File: config.mk
export PLATFORM = sky130hd
export DESIGN_NAME = fp16_add_scheduler_flat
export DESIGN_NICKNAME = d
export VERILOG_FILES = /design/src/rtl/fp16_pkg.sv /design/src/rtl/fp16_add_scheduler_if.sv /design/src/rtl/fp16_add_scheduler_arb.sv /design/src/rtl/fp16_add_scheduler_fadder.sv /design/src/rtl/fp16_add_scheduler.sv /design/src/flat_wrapper.sv
export SDC_FILE = /design/constraint.sdc
export NUM_CORES = 1
export LEC_CHECK = 0
export CAP_MARGIN = 20
export CORE_ASPECT_RATIO = 0.7
export CORE_MARGIN = 1.5
export CORE_UTILIZATION = 30
export DETAILED_ROUTE_END_ITERATION = 10
export SKIP_CTS_REPAIR_TIMING = 1
export SYNTH_ARGS = -nofsm -noshare
export SYNTH_HDL_FRONTEND = slang
export SYNTH_SLANG_ARGS = --single-unit
File: constraint.sdc
create_clock -name clk -period 8.4 [get_ports clk]
set_clock_uncertainty 0.2 [all_clocks]
set_input_delay 0.84 -clock clk [delete_from_list [all_inputs] [get_ports clk]]
set_output_delay 0.84 -clock clk [all_outputs]
set_load 0.03 [all_outputs]
File: src/rtl/fp16_pkg.sv
// Half-precision field layout and helpers shared by the add scheduler slice.
package fp16_pkg;

    localparam int FP16_W   = 16;
    localparam int EXP_W    = 5;
    localparam int MANT_W   = 10;
    localparam int SIGN_BIT = 15;
    localparam int EXP_MSB  = 14;
    localparam int EXP_LSB  = 10;
    localparam int MANT_MSB = 9;
    localparam int MANT_LSB = 0;

    function automatic logic is_zero(input logic [FP16_W-1:0] a);
        return (a[EXP_MSB:EXP_LSB] == '0) && (a[MANT_MSB:MANT_LSB] == '0);
    endfunction

endpackage

File: src/rtl/fp16_add_scheduler_if.sv
// Two requester ports and one result port of the shared fp16 adder.
interface fp16_add_scheduler_if;
    import fp16_pkg::*;

    logic              req0_valid;
    logic              req0_ready;
    logic              req0_add;
    logic [FP16_W-1:0] req0_a;
    logic [FP16_W-1:0] req0_b;
    logic              req1_valid;
    logic              req1_ready;
    logic              req1_add;
    logic [FP16_W-1:0] req1_a;
    logic [FP16_W-1:0] req1_b;
    logic              res_valid;
    logic              res_ready;
    logic [FP16_W-1:0] res_data;
    logic              res_tag;
    logic              res_bypass;
    logic              busy;

    modport slave (
        input  req0_valid, req0_add, req0_a, req0_b,
        input  req1_valid, req1_add, req1_a, req1_b,
        input  res_ready,
        output req0_ready, req1_ready,
        output res_valid, res_data, res_tag, res_bypass, busy
    );

    modport master (
        output req0_valid, req0_add, req0_a, req0_b,
        output req1_valid, req1_add, req1_a, req1_b,
        output res_ready,
        input  req0_ready, req1_ready,
        input  res_valid, res_data, res_tag, res_bypass, busy
    );

endinterface

File: src/rtl/fp16_add_scheduler_arb.sv
// Two-way arbiter; the pointer names the last winner, so ptr==1 favours req0.
module rr_arbiter2 (
    input  logic       clk,
    input  logic       rst_n,
    input  logic [1:0] req,
    input  logic       advance,
    input  logic       rr_enable,
    output logic [1:0] grant
);
    logic ptr;
    logic g0;

    assign g0       = req[0] & (~req[1] | ~rr_enable | ptr);
    assign grant[0] = g0;
    assign grant[1] = req[1] & ~g0;

    always_ff @(posedge clk or negedge rst_n) begin
        if (!rst_n) begin
            ptr <= 1'b1;
        end else if (advance && (grant != 2'b00)) begin
            ptr <= grant[1];
        end
    end

endmodule

File: src/rtl/fp16_add_scheduler_fadder.sv
// Combinational fp16 adder for normal operands; round to nearest even, exact cancellation gives +0.
module FAdder_HalfPrecision
    import fp16_pkg::*;
(
    input  logic              a_sign,
    input  logic [EXP_W-1:0]  a_exp,
    input  logic [MANT_W-1:0] a_mant,
    input  logic              b_sign,
    input  logic [EXP_W-1:0]  b_exp,
    input  logic [MANT_W-1:0] b_mant,
    output logic              s_sign,
    output logic [EXP_W-1:0]  s_exp,
    output logic [MANT_W-1:0] s_mant
);
    // Mantissas carry hidden bit, 10 fraction bits, guard, round and sticky.
    function automatic logic [13:0] align(input logic [13:0] m, input logic [EXP_W-1:0] d);
        logic sticky;
        if (d >= 5'd14) return 14'd1;
        sticky = |(m & ((14'd1 << d) - 14'd1));
        return (m >> d) | {13'b0, sticky};
    endfunction

    function automatic logic round_up(input logic lsb, input logic g, input logic rs);
        return g & (rs | lsb);
    endfunction

    logic              a_ge_b;
    logic              big_sign;
    logic [EXP_W-1:0]  big_exp;
    logic [EXP_W-1:0]  exp_n;
    logic [13:0]       big_m;
    logic [13:0]       sml_m;
    logic [14:0]       sum;
    logic [13:0]       norm;
    logic [3:0]        lz;
    logic              found;
    logic [11:0]       rnd;

    always_comb begin
        a_ge_b   = {a_exp, a_mant} >= {b_exp, b_mant};
        big_sign = a_ge_b ? a_sign : b_sign;
        big_exp  = a_ge_b ? a_exp : b_exp;
        big_m    = {1'b1, (a_ge_b ? a_mant : b_mant), 3'b000};
        sml_m    = align({1'b1, (a_ge_b ? b_mant : a_mant), 3'b000},
                         a_ge_b ? (a_exp - b_exp) : (b_exp - a_exp));
        sum      = (a_sign ^ b_sign) ? ({1'b0, big_m} - {1'b0, sml_m})
                                     : ({1'b0, big_m} + {1'b0, sml_m});
        lz    = 4'd0;
        found = 1'b0;
        for (int i = 13; i >= 0; i--) begin
            if (!found && sum[i]) begin
                lz    = 4'(13 - i);
                found = 1'b1;
            end
        end
        if (sum[14]) begin
            norm  = {sum[14:2], sum[1] | sum[0]};
            exp_n = big_exp + 5'd1;
        end else begin
            norm  = sum[13:0] << lz;
            exp_n = big_exp - {1'b0, lz};
        end
        rnd = {1'b0, norm[13:3]} + {11'b0, round_up(norm[3], norm[2], |norm[1:0])};
        if (sum == '0) begin
            s_sign = 1'b0;
            s_exp  = '0;
            s_mant = '0;
        end else if (rnd[11]) begin
            s_sign = big_sign;
            s_exp  = exp_n + 5'd1;
            s_mant = rnd[10:1];
        end else begin
            s_sign = big_sign;
            s_exp  = exp_n;
            s_mant = rnd[9:0];
        end
    end

endmodule

File: src/rtl/fp16_add_scheduler.sv
// Two requesters share one fp16 adder through an issue stage and a result stage with backpressure.
module fp16_add_scheduler
    import fp16_pkg::*;
#(
    parameter bit RR_ENABLE   = 1'b1,
    parameter bit BYPASS_ZERO = 1'b1
) (
    input logic                 clk,
    input logic                 rst_n,
    fp16_add_scheduler_if.slave bus
);
    logic              s2_adv, s1_adv, accept, hs;
    logic [1:0]        grant;
    logic              vld_p1, tag_p1, add_p1;
    logic [FP16_W-1:0] a_p1, b_p1, b_eff;
    logic              vld_p2, tag_p2, byp_p2;
    logic [FP16_W-1:0] data_p2;
    logic              sum_sign;
    logic [EXP_W-1:0]  sum_exp;
    logic [MANT_W-1:0] sum_mant;
    logic [FP16_W-1:0] mux_data;
    logic              mux_byp;

    assign s2_adv = ~vld_p2 | bus.res_ready;
    assign s1_adv = vld_p1 & s2_adv;
    assign accept = ~vld_p1 | s2_adv;
    assign hs     = accept & (grant != 2'b00);

    rr_arbiter2 u_arb (
        .clk       (clk),
        .rst_n     (rst_n),
        .req       ({bus.req1_valid, bus.req0_valid}),
        .advance   (accept),
        .rr_enable (RR_ENABLE),
        .grant     (grant)
    );

    assign bus.req0_ready = accept & grant[0];
    assign bus.req1_ready = accept & grant[1];

    // Issue stage
    always_ff @(posedge clk or negedge rst_n) begin
        if (!rst_n)      vld_p1 <= 1'b0;
        else if (accept) vld_p1 <= hs;
    end

    always_ff @(posedge clk) begin
        if (hs) begin
            tag_p1 <= grant[1];
            add_p1 <= grant[1] ? bus.req1_add : bus.req0_add;
            a_p1   <= grant[1] ? bus.req1_a   : bus.req0_a;
            b_p1   <= grant[1] ? bus.req1_b   : bus.req0_b;
        end
    end

    assign b_eff = {b_p1[SIGN_BIT] ^ ~add_p1, b_p1[SIGN_BIT-1:0]};

    FAdder_HalfPrecision u_fadd (
        .a_sign (a_p1[SIGN_BIT]),
        .a_exp  (a_p1[EXP_MSB:EXP_LSB]),
        .a_mant (a_p1[MANT_MSB:MANT_LSB]),
        .b_sign (b_eff[SIGN_BIT]),
        .b_exp  (b_eff[EXP_MSB:EXP_LSB]),
        .b_mant (b_eff[MANT_MSB:MANT_LSB]),
        .s_sign (sum_sign),
        .s_exp  (sum_exp),
        .s_mant (sum_mant)
    );

    // The adder assumes a hidden leading 1, so zero operands are resolved here.
    always_comb begin
        mux_data = {sum_sign, sum_exp, sum_mant};
        mux_byp  = 1'b0;
        if (BYPASS_ZERO) begin
            if (is_zero(a_p1) && is_zero(b_eff)) begin
                mux_data = {a_p1[SIGN_BIT] & b_eff[SIGN_BIT], 15'b0};
                mux_byp  = 1'b1;
            end else if (is_zero(b_eff)) begin
                mux_data = a_p1;
                mux_byp  = 1'b1;
            end else if (is_zero(a_p1)) begin
                mux_data = b_eff;
                mux_byp  = 1'b1;
            end
        end
    end

    // Result stage
    always_ff @(posedge clk or negedge rst_n) begin
        if (!rst_n) begin
            vld_p2  <= 1'b0;
            tag_p2  <= 1'b0;
            byp_p2  <= 1'b0;
            data_p2 <= '0;
        end else if (s2_adv) begin
            vld_p2 <= vld_p1;
            if (s1_adv) begin
                tag_p2  <= tag_p1;
                byp_p2  <= mux_byp;
                data_p2 <= mux_data;
            end
        end
    end

    assign bus.res_valid  = vld_p2;
    assign bus.res_data   = data_p2;
    assign bus.res_tag    = tag_p2;
    assign bus.res_bypass = byp_p2;
    assign bus.busy       = vld_p1 | vld_p2;

endmodule

File: src/flat_wrapper.sv
// flat-port wrapper written by rule: the top's interface ports become plain ports
module fp16_add_scheduler_flat import fp16_pkg::*;
#(
    parameter bit RR_ENABLE   = 1'b1,
    parameter bit BYPASS_ZERO = 1'b1
)
  (clk, rst_n, bus_req0_valid, bus_req0_add, bus_req0_a, bus_req0_b, bus_req1_valid, bus_req1_add, bus_req1_a, bus_req1_b, bus_res_ready, bus_req0_ready, bus_req1_ready, bus_res_valid, bus_res_data, bus_res_tag, bus_res_bypass, bus_busy);
  fp16_add_scheduler_if bus_i ();
  input logic clk;
  input logic rst_n;
  input wire logic [$bits(bus_i.req0_valid)-1:0] bus_req0_valid;
  input wire logic [$bits(bus_i.req0_add)-1:0] bus_req0_add;
  input wire logic [$bits(bus_i.req0_a)-1:0] bus_req0_a;
  input wire logic [$bits(bus_i.req0_b)-1:0] bus_req0_b;
  input wire logic [$bits(bus_i.req1_valid)-1:0] bus_req1_valid;
  input wire logic [$bits(bus_i.req1_add)-1:0] bus_req1_add;
  input wire logic [$bits(bus_i.req1_a)-1:0] bus_req1_a;
  input wire logic [$bits(bus_i.req1_b)-1:0] bus_req1_b;
  input wire logic [$bits(bus_i.res_ready)-1:0] bus_res_ready;
  output wire logic [$bits(bus_i.req0_ready)-1:0] bus_req0_ready;
  output wire logic [$bits(bus_i.req1_ready)-1:0] bus_req1_ready;
  output wire logic [$bits(bus_i.res_valid)-1:0] bus_res_valid;
  output wire logic [$bits(bus_i.res_data)-1:0] bus_res_data;
  output wire logic [$bits(bus_i.res_tag)-1:0] bus_res_tag;
  output wire logic [$bits(bus_i.res_bypass)-1:0] bus_res_bypass;
  output wire logic [$bits(bus_i.busy)-1:0] bus_busy;
  assign bus_i.req0_valid = bus_req0_valid;
  assign bus_i.req0_add = bus_req0_add;
  assign bus_i.req0_a = bus_req0_a;
  assign bus_i.req0_b = bus_req0_b;
  assign bus_i.req1_valid = bus_req1_valid;
  assign bus_i.req1_add = bus_req1_add;
  assign bus_i.req1_a = bus_req1_a;
  assign bus_i.req1_b = bus_req1_b;
  assign bus_i.res_ready = bus_res_ready;
  assign bus_req0_ready = bus_i.req0_ready;
  assign bus_req1_ready = bus_i.req1_ready;
  assign bus_res_valid = bus_i.res_valid;
  assign bus_res_data = bus_i.res_data;
  assign bus_res_tag = bus_i.res_tag;
  assign bus_res_bypass = bus_i.res_bypass;
  assign bus_busy = bus_i.busy;
  fp16_add_scheduler #(.RR_ENABLE(RR_ENABLE), .BYPASS_ZERO(BYPASS_ZERO)) u_core (.clk(clk), .rst_n(rst_n), .bus(bus_i));
endmodule
== Word-level counts from Yosys, hierarchy flattened ==
Cells that the tools add are included.
W data, S select, Z words.

* Input port bits: 71
* Word-level logic and storage cells: 137
* Output and inout port bits: 22
* Register bits: 55

* Reduce and logical (&&, ||, !) cells: 39
* Muxes and demuxes: 51
* Shifts and indexed selects: 3
* Bitwise gates (word level): 23
* Magnitude comparators: 2
* $add $sub $neg: 9

{| class="wikitable"
|+ Operators by type and width
! kind !! number
|-
| $mux W16 || 5
|-
| $mux W4 || 12
|-
| $mux W14 || 3
|-
| $mux W10 || 4
|-
| $mux W5 || 5
|-
| $mux W1 || 21
|-
| $logic_not A10 Y1 || 2
|-
| $logic_and A1 B1 Y1 || 17
|-
| $add A14 B14 Y15 || 1
|-
| $ge A15 B15 Y1 || 1
|-
| $logic_not A15 Y1 || 1
|-
| $mux W15 || 1
|-
| $sub A14 B14 Y15 || 1
|-
| $and A14 B14 Y14 || 1
|-
| $or A14 B1 Y14 || 1
|-
| $reduce_or A14 Y1 || 1
|-
| $shl A1 B5 Y14 const A || 1
|-
| $shl A14 B4 Y14 || 1
|-
| $shr A14 B5 Y14 || 1
|-
| $sub A14 B1 Y14 const B || 1
|-
| $logic_not A1 Y1 || 13
|-
| $add A11 B1 Y12 || 1
|-
| $add A5 B1 Y5 const B || 2
|-
| $logic_not A5 Y1 || 2
|-
| other kinds (10) || 28
|}

== Longest topological paths before layout ==
Gate-level depths: netlist of run 1.

* Depth in word-level cells: 61
* Gate-level depth with buffers: 45
* Mapped depth without buffers: 41

== By module ==
From an unflattened synthesis of run 1, not the netlist that was laid out.

* Cell total of the unflattened synthesis: 1040
* Area total of the unflattened synthesis: 8388.0 µm²

{| class="wikitable"
|+ By module, submodules not included
! module !! instances !! sequential area each (µm²) !! area an instance (µm²) !! cells an instance
|-
| FAdder_HalfPrecision || 1 || 0.0 || 5571.6 || 805
|-
| fp16_add_scheduler || 1 || 1521.5 || 2741.4 || 227
|-
| rr_arbiter2 || 1 || 26.3 || 75.1 || 8
|}

== Least setup slack after synthesis of run 1 ==
No wires, ideal clock.

* Kind: register to register
* From: register u_core.b_p1[13]
* To: register u_core.data_p2[14] (netlist: u_core.bus.res_data[14])
* Cell stages (with the launch flop): 42
* Library setup time: 77 ps
* Required time: 8123 ps
* Clock period less this slack: 8657 ps
* Data arrival time: 8380 ps
* Path slack: -257 ps
* Path buffers: 4
* Path through: edfxtp_1 inv_1 ha_1 buf_4 nand2_2 or4_4 o21ai_2 buf_4 buf_2 clkbuf_1 nand2_1 a41oi_1 a21oi_1 o22a_1 or2_2 inv_1 ha_1 inv_1 [6 not listed] or4_1 o21ai_0 a41oi_1 a21o_1 a2111oi_4 a21oi_2 o21ai_4 inv_2 ha_1 and2_1 fa_1 a21o_1 a21oi_1 xnor2_1 xor2_1 and4_1 o21ai_1 a21oi_1

* Longest elaborated chain between the ends: 61
* Elaborated cells on any way between the ends: 91
* Classes of those cells: 9 x add/sub; 2 x order compare; 3 x shift; 40 x mux; 5 x bitwise; 32 x reduce/logical

{| class="wikitable"
|+ RTL lines
! item !! line !! RTL
|-
| start, declared || fp16_add_scheduler.sv:15 || <nowiki>logic [FP16_W-1:0] a_p1, b_p1, b_eff;</nowiki>
|-
| start signal, assigned || fp16_add_scheduler.sv:52 || <nowiki>b_p1 <= grant[1] ? bus.req1_b : bus.req0_b;</nowiki>
|-
| $ge A15 B15 Y1 or $sub A5 B5 Y5 (tied branches) || fp16_add_scheduler_fadder.sv:40, fp16_add_scheduler_fadder.sv:45 ||
|-
| $mux W5 || fp16_add_scheduler_fadder.sv:45 || <nowiki>a_ge_b ? (a_exp - b_exp) : (b_exp - a_exp));</nowiki>
|-
| $shl A1 B5 Y14 || fp16_add_scheduler_fadder.sv:19 || <nowiki>sticky = |(m & ((14'd1 << d) - 14'd1));</nowiki>
|-
| $sub A14 B1 Y14 || fp16_add_scheduler_fadder.sv:19 ||
|-
| $and A14 B14 Y14 || fp16_add_scheduler_fadder.sv:19 ||
|-
| $reduce_or A14 Y1 || fp16_add_scheduler_fadder.sv:19 ||
|-
| $or A14 B1 Y14 || fp16_add_scheduler_fadder.sv:20 || <nowiki>return (m >> d) | {13'b0, sticky};</nowiki>
|-
| $mux W14 || fp16_add_scheduler_fadder.sv:19 ||
|-
| [45 not listed] || n/a ||
|-
| $or A1 B1 Y1 || fp16_add_scheduler_fadder.sv:24 || <nowiki>return g & (rs | lsb);</nowiki>
|-
| $and A1 B1 Y1 || fp16_add_scheduler_fadder.sv:24 ||
|-
| $add A11 B1 Y12 || fp16_add_scheduler_fadder.sv:63 || <nowiki>rnd = {1'b0, norm[13:3]} + {11'b0, round_up(norm[3], norm[2], |norm[1:0])};</nowiki>
|-
| $mux W5 || fp16_add_scheduler_fadder.sv:68 || <nowiki>end else if (rnd[11]) begin</nowiki>
|-
| $mux W5 || fp16_add_scheduler_fadder.sv:64 || <nowiki>if (sum == '0) begin</nowiki>
|-
| $mux W16 || fp16_add_scheduler.sv:81 || <nowiki>end else if (is_zero(a_p1)) begin</nowiki>
|-
| $mux W16 || fp16_add_scheduler.sv:78 || <nowiki>end else if (is_zero(b_eff)) begin</nowiki>
|-
| $mux W16 (*) || fp16_add_scheduler.sv:75 || <nowiki>if (is_zero(a_p1) && is_zero(b_eff)) begin</nowiki>
|-
| end signal, assigned || fp16_add_scheduler.sv:100 || <nowiki>data_p2 <= mux_data;</nowiki>
|-
| end, declared || fp16_add_scheduler.sv:17 || <nowiki>logic [FP16_W-1:0] data_p2;</nowiki>
|}

Mark *: on every way between the ends. The rest lies on a longest branch, timed or not.
A chain may end at the register's enable or synchronous reset.

== Worst setup path in the final report of run 1 ==
* From: register u_core.b_p1[8]
* To: register u_core.data_p2[0] (netlist: u_core.bus.res_data[0])

* Longest elaborated chain between the ends: 61
* Elaborated cells on any way between the ends: 84
* Classes of those cells: 4 x add/sub; 2 x order compare; 3 x shift; 38 x mux; 5 x bitwise; 32 x reduce/logical

{| class="wikitable"
|+ RTL lines
! item !! line !! RTL
|-
| $ge A15 B15 Y1 || fp16_add_scheduler_fadder.sv:40 || <nowiki>a_ge_b = {a_exp, a_mant} >= {b_exp, b_mant};</nowiki>
|-
| $mux W5 || fp16_add_scheduler_fadder.sv:45 ||
|-
| $shl A1 B5 Y14 || fp16_add_scheduler_fadder.sv:19 ||
|-
| $sub A14 B1 Y14 || fp16_add_scheduler_fadder.sv:19 ||
|-
| $and A14 B14 Y14 || fp16_add_scheduler_fadder.sv:19 ||
|-
| $reduce_or A14 Y1 || fp16_add_scheduler_fadder.sv:19 ||
|-
| $or A14 B1 Y14 || fp16_add_scheduler_fadder.sv:20 ||
|-
| $mux W14 || fp16_add_scheduler_fadder.sv:19 ||
|-
| [45 not listed] || n/a ||
|-
| $or A1 B1 Y1 || fp16_add_scheduler_fadder.sv:24 ||
|-
| $and A1 B1 Y1 || fp16_add_scheduler_fadder.sv:24 ||
|-
| $add A11 B1 Y12 || fp16_add_scheduler_fadder.sv:63 ||
|-
| $mux W10 || fp16_add_scheduler_fadder.sv:68 ||
|-
| $mux W10 || fp16_add_scheduler_fadder.sv:64 ||
|-
| $mux W16 || fp16_add_scheduler.sv:81 ||
|-
| $mux W16 || fp16_add_scheduler.sv:78 ||
|-
| $mux W16 (*) || fp16_add_scheduler.sv:75 ||
|}

Marks and branches as above.

==> summary.md, run 1 <==
| Metric | Value |
|---|---|
| Status | finished, final reports clean |
| Crit-path max cell delay | 0.58 ns |
| Fin crit period | 8.25 ns |
| Multiplexer share of the synthesized area | 0.116 |
| Worst R2R Start | u_core.b_p1[8] |
| Routability cong. | 0.995 |
| Most common cell on crit path | buf_4 |
| CP Launch Type | flop |
| Sequential fraction of the synthesis area | 0.187 |
| Asr flop ratio synth | 0.382 |
| Hold Fails Final Rpt | 0 |
| Critical path class | flop to flop |
| Leak | 4.73 nW |
| Area Overhead vs Synth | 41.2% |
| Worst VDD drop | 0.193 mV |
| # nets final | 1414 |
| Fmax | 121 MHz |
| Die ar. | 28600 sq um |
| H-tree depth | 2 |
| Worst-path maximum fanout | 4 |
| DRC | 0 |
| Vias/cell | 5.63 |
| CP Data Arrival Time | 8.20 ns |
| ANT nets after route | 0 |
| Clock root buffer | clkbuf_16 |
| Drt wl/cell | 20.1 um |
| Antenna violations before repair | 0 |
| CTS sink cnt | 55 |
| Synthesis-stage register bit count | 55 |
| Crit end category | flop |
| I/O pin total | 93 |
| FP Rows | 50 |
| Largest cells by area after synthesis | edfxtp_1 12%, ha_1 7.4%, dfrtp_1 6.0% |
| Slew @ Worst Pin | 0.838 ns |
| Global-route wire length before repair | 50400 um |
| Post-Synthesis Cells | 1039 |
| Port bufs | 92 |
| Synth cell count leaders | 110 x nand2_1, 85 x nor2_1, 71 x o21ai_0, 68 x a21oi_1, 49 x ha_1 |
| DR vias | 9313 |
| Max_cap viols | 0 |
| Fin crit share | 0.982 |
| CORE AREA | 26900 sq um |
| Synth top area share | 0.123 |
| YS warnings | 0 |
| Min-Delay Startpoint | u_core.tag_p1 |
| Initial core utilization | 0.308 |
| Largest net degree at the start of global routing | 36 |
| Post-synthesis simple-gate area fraction | 0.217 |
| Dpl hpwl | 26600 um |
| Syn_area_per_cell | 7.96 sq um |
| Library cells used by synthesis | 103 |
| Cells after DPL | 1631 |
| DRT Pass-1 Iters | 5 |
| Setup tns final | 0 ns |
| Die W | 201 um |
| EDFF count, synth | 34 |
| Vias in the first global route | 8737 |
| Iteration-0 DRC Markers | 875 |
| Worst slew margin | 0.441 |
| Synth Area in XOR/XNOR | 0.0337 |
| Largest family of logic cells by synthesized area | compound AO/OA/AOI/OAI gates |
| Antenna diodes | 0 |
| RSZ-0062 raised after global routing | yes |
| GRT Util Overall | 0.224 |
| Clock transition at path regs | 0.07 ns |
| CTS tree | built |
| Req. time, crit path | 8.35 ns |
| Congestion Overflow GR | 0 |
| Latest clock arrival within the worst-skew pair | 0.30 ns |
| Layout cells sized above 1 | 0.318 |
| Pwr Total | 5.10 mW |
| Mapped cell area | 8270 sq um |
| Die Ht | 142 um |
| CTS Buf Count | 5 |
| Non-Filler Instances | 1655 |
| Final core occ | 0.434 |
| Top cell type by total area after synthesis | edfxtp_1 |
| Synthesized Nets | 1163 |
| Pwr Density | 437 nW/um^2 |
| HP Class | flop to flop |
| Top_reg_cell synth | edfxtp_1 |
| CP Launch Point | u_core.b_p1[8] |
| Setup-failing EPs final | 0 |
| Final WL | 33300 um |
| Slew Viols, Final | 0 |
| Worst-case clock buffer depth | 2 |
| Compound-gate portion of the synthesized area | 0.304 |
| Slowest-stage cell, CP | or4_4 |
| Post-synthesis adder-cell area fraction | 0.0838 |
| # fillers | 2731 |
| Count leader, synth | nand2_1 |
[metal layers]
metal / routed length (um) / vias up / track usage
met5: 0 / - / 0
met4: 397 / 0 / 0.0322
met3: 3100 / 41 / 0.0511
met2: 13400 / 435 / 0.318
met1: 16400 / 4425 / 0.343
li1: - / 4412 / -
[final timing paths]
check	endpoint	slack (ns)	cells past startpoint
worst max-delay path	u_core.bus.res_data[0]	0.15	41
worst min-delay path	u_core.bus.res_tag	0.25	2
worst max register to register	u_core.bus.res_data[0]	0.15	41
worst min register to register	u_core.bus.res_tag	0.25	2
max in group asynchronous	u_core.u_arb.ptr	6.99	2
min in group asynchronous	u_core.bus.res_data[9]	0.56	1
[report_power, final]
part / switching (mW) / leakage, nW / internal [mW]
Combinational: 2.49 / 4.08 / 1.98
Sequential: 0.0485 / 0.572 / 0.354
Clock: 0.105 / 0.0779 / 0.121
[per-stage QoR]
stage	hold slack (ns)	cell area [sq um]	setup slack, ns
CTS	0.254	11000	-0.280
finish	0.255	11700	0.152
floorplan	0.215	8310	0.0473
global route	0.265	11700	-0.142
detailed placement	0.237	10900	-0.209
global placement	0.227	10900	-0.164
[flip-flops by register name (all words and copies together), names as in the netlist]
signal                 cells
u_core.bus.res_valid       1
u_core.add_p1              1
u_core.bus.res_bypass      1
u_core.bus.res_tag         1
u_core.vld_p1              1
u_core.b_p1               16
u_core.bus.res_data       16
u_core.a_p1               16
u_core.tag_p1              1
u_core.u_arb.ptr           1
[cells in the final DEF (no fill, tap or decap), types with 9 or more instances in the layout]
cell type	count
dfrtp_1	20
nor2_1	81
mux2_2	39
xor2_1	14
buf_4	207
mux2i_1	26
nor2b_1	9
a21o_1	14
a31oi_1	10
a21oi_1	61
a211oi_1	12
nor3_1	22
nand2b_1	15
or2_2	11
ha_1	42
a21oi_2	10
nand2_1	107
and2_1	11
nand3_1	26
clkdlybuf4s50_1	92
o21ai_1	15
a221oi_1	11
o21ai_0	64
inv_1	43
xnor2_1	13
edfxtp_1	34
o211ai_1	16
[cell type report]
class / instances / area, sq um / share of cell area
clock buffers: 6 / 139 / 0.0119
clock inverters: 2 / 17.5 / 0.00150
inverters: 51 / 191 / 0.0164
multi-input cells: 869 / 6740 / 0.577
flip-flops and latches: 55 / 1550 / 0.133
well taps: 364 / 455 / 0.0390
repair buffers: 308 / 2590 / 0.222
[kinds of logic after synthesis]
logic type                 Yosys count
buffers and inverters              115
xor gates and xnor gates            31
muxes                               79
DFF                                 55
adders and majority gates           53
AOI/OAI and AO/OA                  345
and+or+nand+nor                    361
[worst max-delay path: cells and delay by family, from the launching register on]
kind	cells	cell delay, ns
flip-flops	1	0.37
buffers and inverters	9	1.08
multiplexers	2	0.39
adder cells (fa/ha/maj)	3	0.75
AO/OA/AOI/OAI	22	4.10
AND/OR/NAND/NOR	5	1.18
Power figures use the tool's default switching activity.
==> run 2: changes to the inputs <==
CTS_BUF_LIST = sky130_fd_sc_hd__clkbuf_16   (was default)
==> run 2 against run 1 <==
  * Non-clock buffer count is the same
  * Global-route usage is essentially flat
  * Utilization is essentially flat
  * Combinational power is essentially flat
  * Sequential power is essentially flat
  * Final cell count is the same
==> summary.md, run 2 (synthesized netlist as in run 1, its figures left out) <==
| Metric | Value |
|---|---|
| DRC | 0 |
| Layout cells sized above 1 | 0.318 |
| Delay-heaviest family, CP | compound AO/OA/AOI/OAI gates |
| Final WL | 33300 um |
| Combinational share of power | 0.878 |
| Clock transition at path regs | 0.07 ns |
| Most common cell on crit path | buf_4 |
| FP Rows | 50 |
| Vias/cell | 5.64 |
| Pre-CTS setup slack | -0.209 ns |
| Congestion Overflow GR | 0 |
| Largest net degree at the start of global routing | 36 |
| Status | finished, final reports clean |
| ANT nets after route | 0 |
| Post-route cell area | 11700 sq um |
| Met2 wire len | 13400 um |
| CTS sink cnt | 55 |
| Placed Area | 10900 sq um |
| I/O pin total | 93 |
| Slew @ Worst Pin | 0.846 ns |
| Area Overhead vs Synth | 41.1% |
| CP Data Arrival Time | 8.24 ns |
| Commonest non-fill, non-tap cell in the layout | buf_4 |
| Setup-failing EPs final | 0 |
| Max layer used | met4 |
| WP buf/inv | 10 |
| Fin crit share | 0.980 |
| Most frequent cells in the layout | 207 x buf_4, 107 x nand2_1, 92 x clkdlybuf4s50_1, 81 x nor2_1, 64 x o21ai_0 |
| Routability cong. | 0.995 |
| Worst slew margin | 0.436 |
| Antenna diodes | 0 |
| Slowest-stage cell, CP | or4_4 |
| Clock root buffer | clkbuf_16 |
| CORE AREA | 26900 sq um |
| Setup tns final | 0 ns |
| Reg power frac | 0.079 |
| HP Class | flop to flop |
| # nets final | 1414 |
| Vias in the first global route | 8741 |
| Leak | 4.73 nW |
| Crit-path max cell delay | 0.58 ns |
| Worst-path maximum fanout | 4 |
| Initial core utilization | 0.308 |
| CTS Buf Count | 5 |
| CP Launch Type | flop |
| Worst VDD drop | 0.192 mV |
| M1 WL | 16500 um |
| Fmax | 121 MHz |
| Pwr Total | 5.09 mW |
| Slew Viols, Final | 0 |
| CTS tree | built |
| Req. time, crit path | 8.41 ns |
| Final core occ | 0.434 |
| Pwr Density | 436 nW/um^2 |
| Hold Fails Final Rpt | 0 |
| Antenna violations before repair | 0 |
| Sw frac | 0.520 |
| Port bufs | 92 |
| P_int | 2.44 mW |
| Die Ht | 142 um |
| Crit end category | flop |
| DRT Pass-1 Iters | 5 |
| Dpl hpwl | 26600 um |
| Worst-case clock buffer depth | 2 |
| Fin crit period | 8.23 ns |
| RSZ-0062 raised after global routing | yes |
| GRT Util Overall | 0.223 |
| Critical path class | flop to flop |
| Max_cap viols | 0 |
| Iteration-0 DRC Markers | 826 |
| Met3 Wirelength | 3050 um |
| H-tree depth | 2 |
| Final worst slack | 0.168 ns |
| DR vias | 9334 |
| Die ar. | 28600 sq um |
| Die W | 201 um |
| Latest clock arrival within the worst-skew pair | 0.30 ns |
| Clock share of power | 0.042 |
| Global-route wire length before repair | 50400 um |
| Drt wl/cell | 20.1 um |
| Switch Pwr | 2.64 mW |
## run 2: worst reg2reg max path: cells and delay by family (launching register included)
kind	cells	cell delay [ns]
DFF	1	0.37
and+or+nand+nor	6	1.30
adders and majority gates	3	0.75
buffers and inverters	10	1.24
AOI/OAI and AO/OA	20	3.88
muxes	2	0.39
## run 2: path summary, 6_finish.rpt
path                                start                endpoint  slack, ns  cells past startpoint
max                        u_core.b_p1[8]  u_core.bus.res_data[8]       0.17                     41
min                         u_core.tag_p1      u_core.bus.res_tag       0.25                      2
max reg2reg                u_core.b_p1[8]  u_core.bus.res_data[8]       0.17                     41
min reg2reg                 u_core.tag_p1      u_core.bus.res_tag       0.25                      2
max in group asynchronous           rst_n        u_core.u_arb.ptr       6.99                      2
min in group asynchronous           rst_n  u_core.bus.res_data[9]       0.56                      1
## run 2: power by group through the flow
stage	clock [mW]	combinational, mW	sequential (mW)
5_1_grt	0.229	4.77	0.407
4_1_cts	0.220	4.00	0.400
6_report	0.216	4.47	0.403
3_3_place_gp	0	3.99	0.405
3_5_place_dp	0	3.97	0.405
2_1_floorplan	0	2.28	0.471
## run 2: cell type report
cell class	count	area, sq um
tap	364	455
timing repair buffer	308	2590
fill	2734	15200
clock buffer	5	125
clock inverter	3	21.3
sequential	55	1550
multi-input combinational	869	6740
inverter	51	191
## run 2: through the flow
stage / instances / hold slack [ns]
global route: 1655 / 0.265
floorplan: 1039 / 0.215
CTS: 1639 / 0.254
detailed placement: 1631 / 0.237
finish: 1655 / 0.254
global placement: 1631 / 0.227
## run 2: routing by layer
metal  GRT usage  vias to the layer above
met2       0.319                      431
met3      0.0511                       36
met5           0                        -
li1            -                     4413
met4      0.0322                        0
met1       0.343                     4454
==> run 3: changes to the inputs <==
CAP_MARGIN = 15   (was 20)
SYNTH_HIERARCHICAL = 1   (was default)
clock period = 7.5 ns   (was 8.4 ns; I/O delays follow)
==> run 3 against run 2 <==
  * The flow now finishes with violations (negative setup slack)
  * Synthesized area up 1.4%
  * Count of clock-buffer cells in the layout up 1
  * Largest cell class unchanged
  * Via count up 4.2%
  * Non-clock buffer count increased by 105
==> summary.md, run 3 <==
| Metric | Value |
|---|---|
| Status | finished with violations |
| Failing checks | negative setup slack |
| Max layer used | met4 |
| CP Data Arrival Time | 8.28 ns |
| Worst R2R Start | u_core/b_p1[11] |
| Commonest non-fill, non-tap cell in the layout | buf_4 |
| Synth top area share | 0.122 |
| Asr flop ratio synth | 0.382 |
| Max_cap viols | 0 |
| H-tree depth | 2 |
| I/O pin total | 93 |
| Layout cells sized above 1 | 0.402 |
| Dpl hpwl | 26900 um |
| Sequential fraction of the synthesis area | 0.185 |
| # nets final | 1517 |
| Global-route wire length before repair | 50400 um |
| Area Overhead vs Synth | 54.1% |
| Synth cell count leaders | 105 x nand2_1, 70 x inv_1, 70 x o21ai_0, 66 x nor2_1, 62 x a21oi_1 |
| Largest net degree at the start of global routing | 37 |
| RSZ-0062 raised after global routing | yes |
| Synthesis-stage register bit count | 55 |
| Largest cells by area after synthesis | edfxtp_1 12%, ha_1 7.2%, mux2_2 6.6% |
| Pre-CTS setup slack | -1.09 ns |
| Worst slew margin | 0.226 |
| DRC | 0 |
| GRT Util Overall | 0.223 |
| Vias/cell | 5.53 |
| Crit end category | flop |
| Antenna diodes | 0 |
| CTS tree | built |
| HP Class | flop to flop |
| Top cell type by total area after synthesis | edfxtp_1 |
| FP Rows | 50 |
| Library cells used by synthesis | 114 |
| Vias in the first global route | 8820 |
| Fin crit share | 1.10 |
| Post-route cell area | 12900 sq um |
| Routability cong. | 0.965 |
| Drt wl/cell | 19.4 um |
| Die Ht | 143 um |
| Initial core utilization | 0.310 |
| Post-Synthesis Cells | 1040 |
| Congestion Overflow GR | 0 |
| Antenna violations before repair | 1 |
| Count leader, synth | nand2_1 |
| Delay-heaviest family, CP | compound AO/OA/AOI/OAI gates |
| Final worst slack | -0.764 ns |
| CTS sink cnt | 55 |
| Crit-path max cell delay | 0.62 ns |
| DRT Pass-1 Iters | 6 |
| Met2 wire len | 13400 um |
| CP Launch Point | u_core/b_p1[11] |
| CP Launch Type | flop |
| Fmax | 121 MHz |
| Top_reg_cell synth | edfxtp_1 |
| Die ar. | 29000 sq um |
| Fin crit period | 8.26 ns |
| M1 WL | 16200 um |
| Synthesized Nets | 1163 |
| Mapped cell area | 8390 sq um |
| Most frequent cells in the layout | 302 x buf_4, 97 x nand2_1, 92 x clkdlybuf4s50_1, 59 x inv_1, 59 x o21ai_0 |
| Latest clock arrival within the worst-skew pair | 0.30 ns |
| Placed Area | 11700 sq um |
| Slew Viols, Final | 0 |
| Clock root buffer | clkbuf_16 |
| Hold Fails Final Rpt | 0 |
| DR vias | 9724 |
| Final WL | 34200 um |
| Port bufs | 92 |
| YS warnings | 6 |
| Syn_area_per_cell | 8.07 sq um |
| Iteration-0 DRC Markers | 970 |
| Slowest-stage cell, CP | fa_2 |
| WP buf/inv | 8 |
| CTS Buf Count | 5 |
| Setup-failing EPs final | 15 |
| ANT nets after route | 0 |
| Slew @ Worst Pin | 1.15 ns |
| EDFF count, synth | 34 |
| Req. time, crit path | 7.52 ns |
| Met3 Wirelength | 4090 um |
| Worst-case clock buffer depth | 2 |
| Min-Delay Startpoint | u_core/tag_p1 |
| Die W | 203 um |
| CORE AREA | 27100 sq um |
| Worst-path maximum fanout | 8 |
| Clock transition at path regs | 0.08 ns |
| Critical path class | flop to flop |
==> run 3: logic make-up (layout without fill, tap and decap cells) <==
group                      count (synthesis)  after routing  share of synthesized area
adders and majority gates                 52             52                     0.0811
DFF                                       55             55                      0.185
AOI/OAI and AO/OA                        341            341                      0.289
xor gates and xnor gates                  30             30                     0.0322
and+or+nand+nor                          329            329                      0.212
muxes                                     91             91                      0.123
buffers and inverters                    141            496                     0.0773
other                                      1              1                   0.000447
==> run 3: routing by layer <==
layer / GRT usage / vias to the layer above
li1: - / 4588
met1: 0.343 / 4620
met2: 0.304 / 476
met3: 0.0644 / 40
met4: 0.0308 / 0
met5: 0 / -
==> run 3: worst register-to-register path, delay by kind of cell, from the launching register on <==
kind / cells / cell delay [ns]
AOI/OAI and AO/OA: 16 / 3.00
xor gates and xnor gates: 1 / 0.19
adders and majority gates: 6 / 1.88
buffers and inverters: 8 / 0.73
DFF: 1 / 0.46
muxes: 2 / 0.43
and+or+nand+nor: 8 / 1.29
==> run 3: metrics by stage <==
step | setup TNS (ns) | utilization | hold WS (ns) | std cells
floorplan | -6.55 | - | 0.215 | 1040
global placement | -13.72 | 0.432 | 0.221 | 1712
detailed placement | -15.50 | 0.432 | 0.235 | 1712
CTS | -15.94 | 0.439 | 0.253 | 1720
global route | -14.59 | 0.477 | 0.293 | 1759
finish | -10.20 | 0.477 | 0.250 | 1759
==> run 3: path summary, 6_finish.rpt <==
| check | end | slack, ns | cells after the start |
|---|---|---|---|
| max in group asynchronous | u_core/u_arb/ptr | 6.07 | 2 |
| min in group asynchronous | u_core/bus.res_data[15] | 0.53 | 1 |
| hold reg to reg | u_core/bus.res_tag | 0.25 | 2 |
| hold / removal | u_core/bus.res_tag | 0.25 | 2 |
| setup / recovery | u_core/bus.res_data[14] | -0.76 | 41 |
| setup reg to reg | u_core/bus.res_data[14] | -0.76 | 41 |
==> run 3: layout make-up <==
cell class / instances / area [sq um]
clock buffer: 6 / 150
clock inverter: 2 / 41.3
fill: 2587 / 14200
inverter: 75 / 287
multi-input combinational: 844 / 7000
sequential: 55 / 1550
tap: 364 / 455
timing repair buffer: 413 / 3450
Power of run 3 is not shown: default switching activity piles up to over one toggle a cycle in this logic, so the estimate is an artifact.
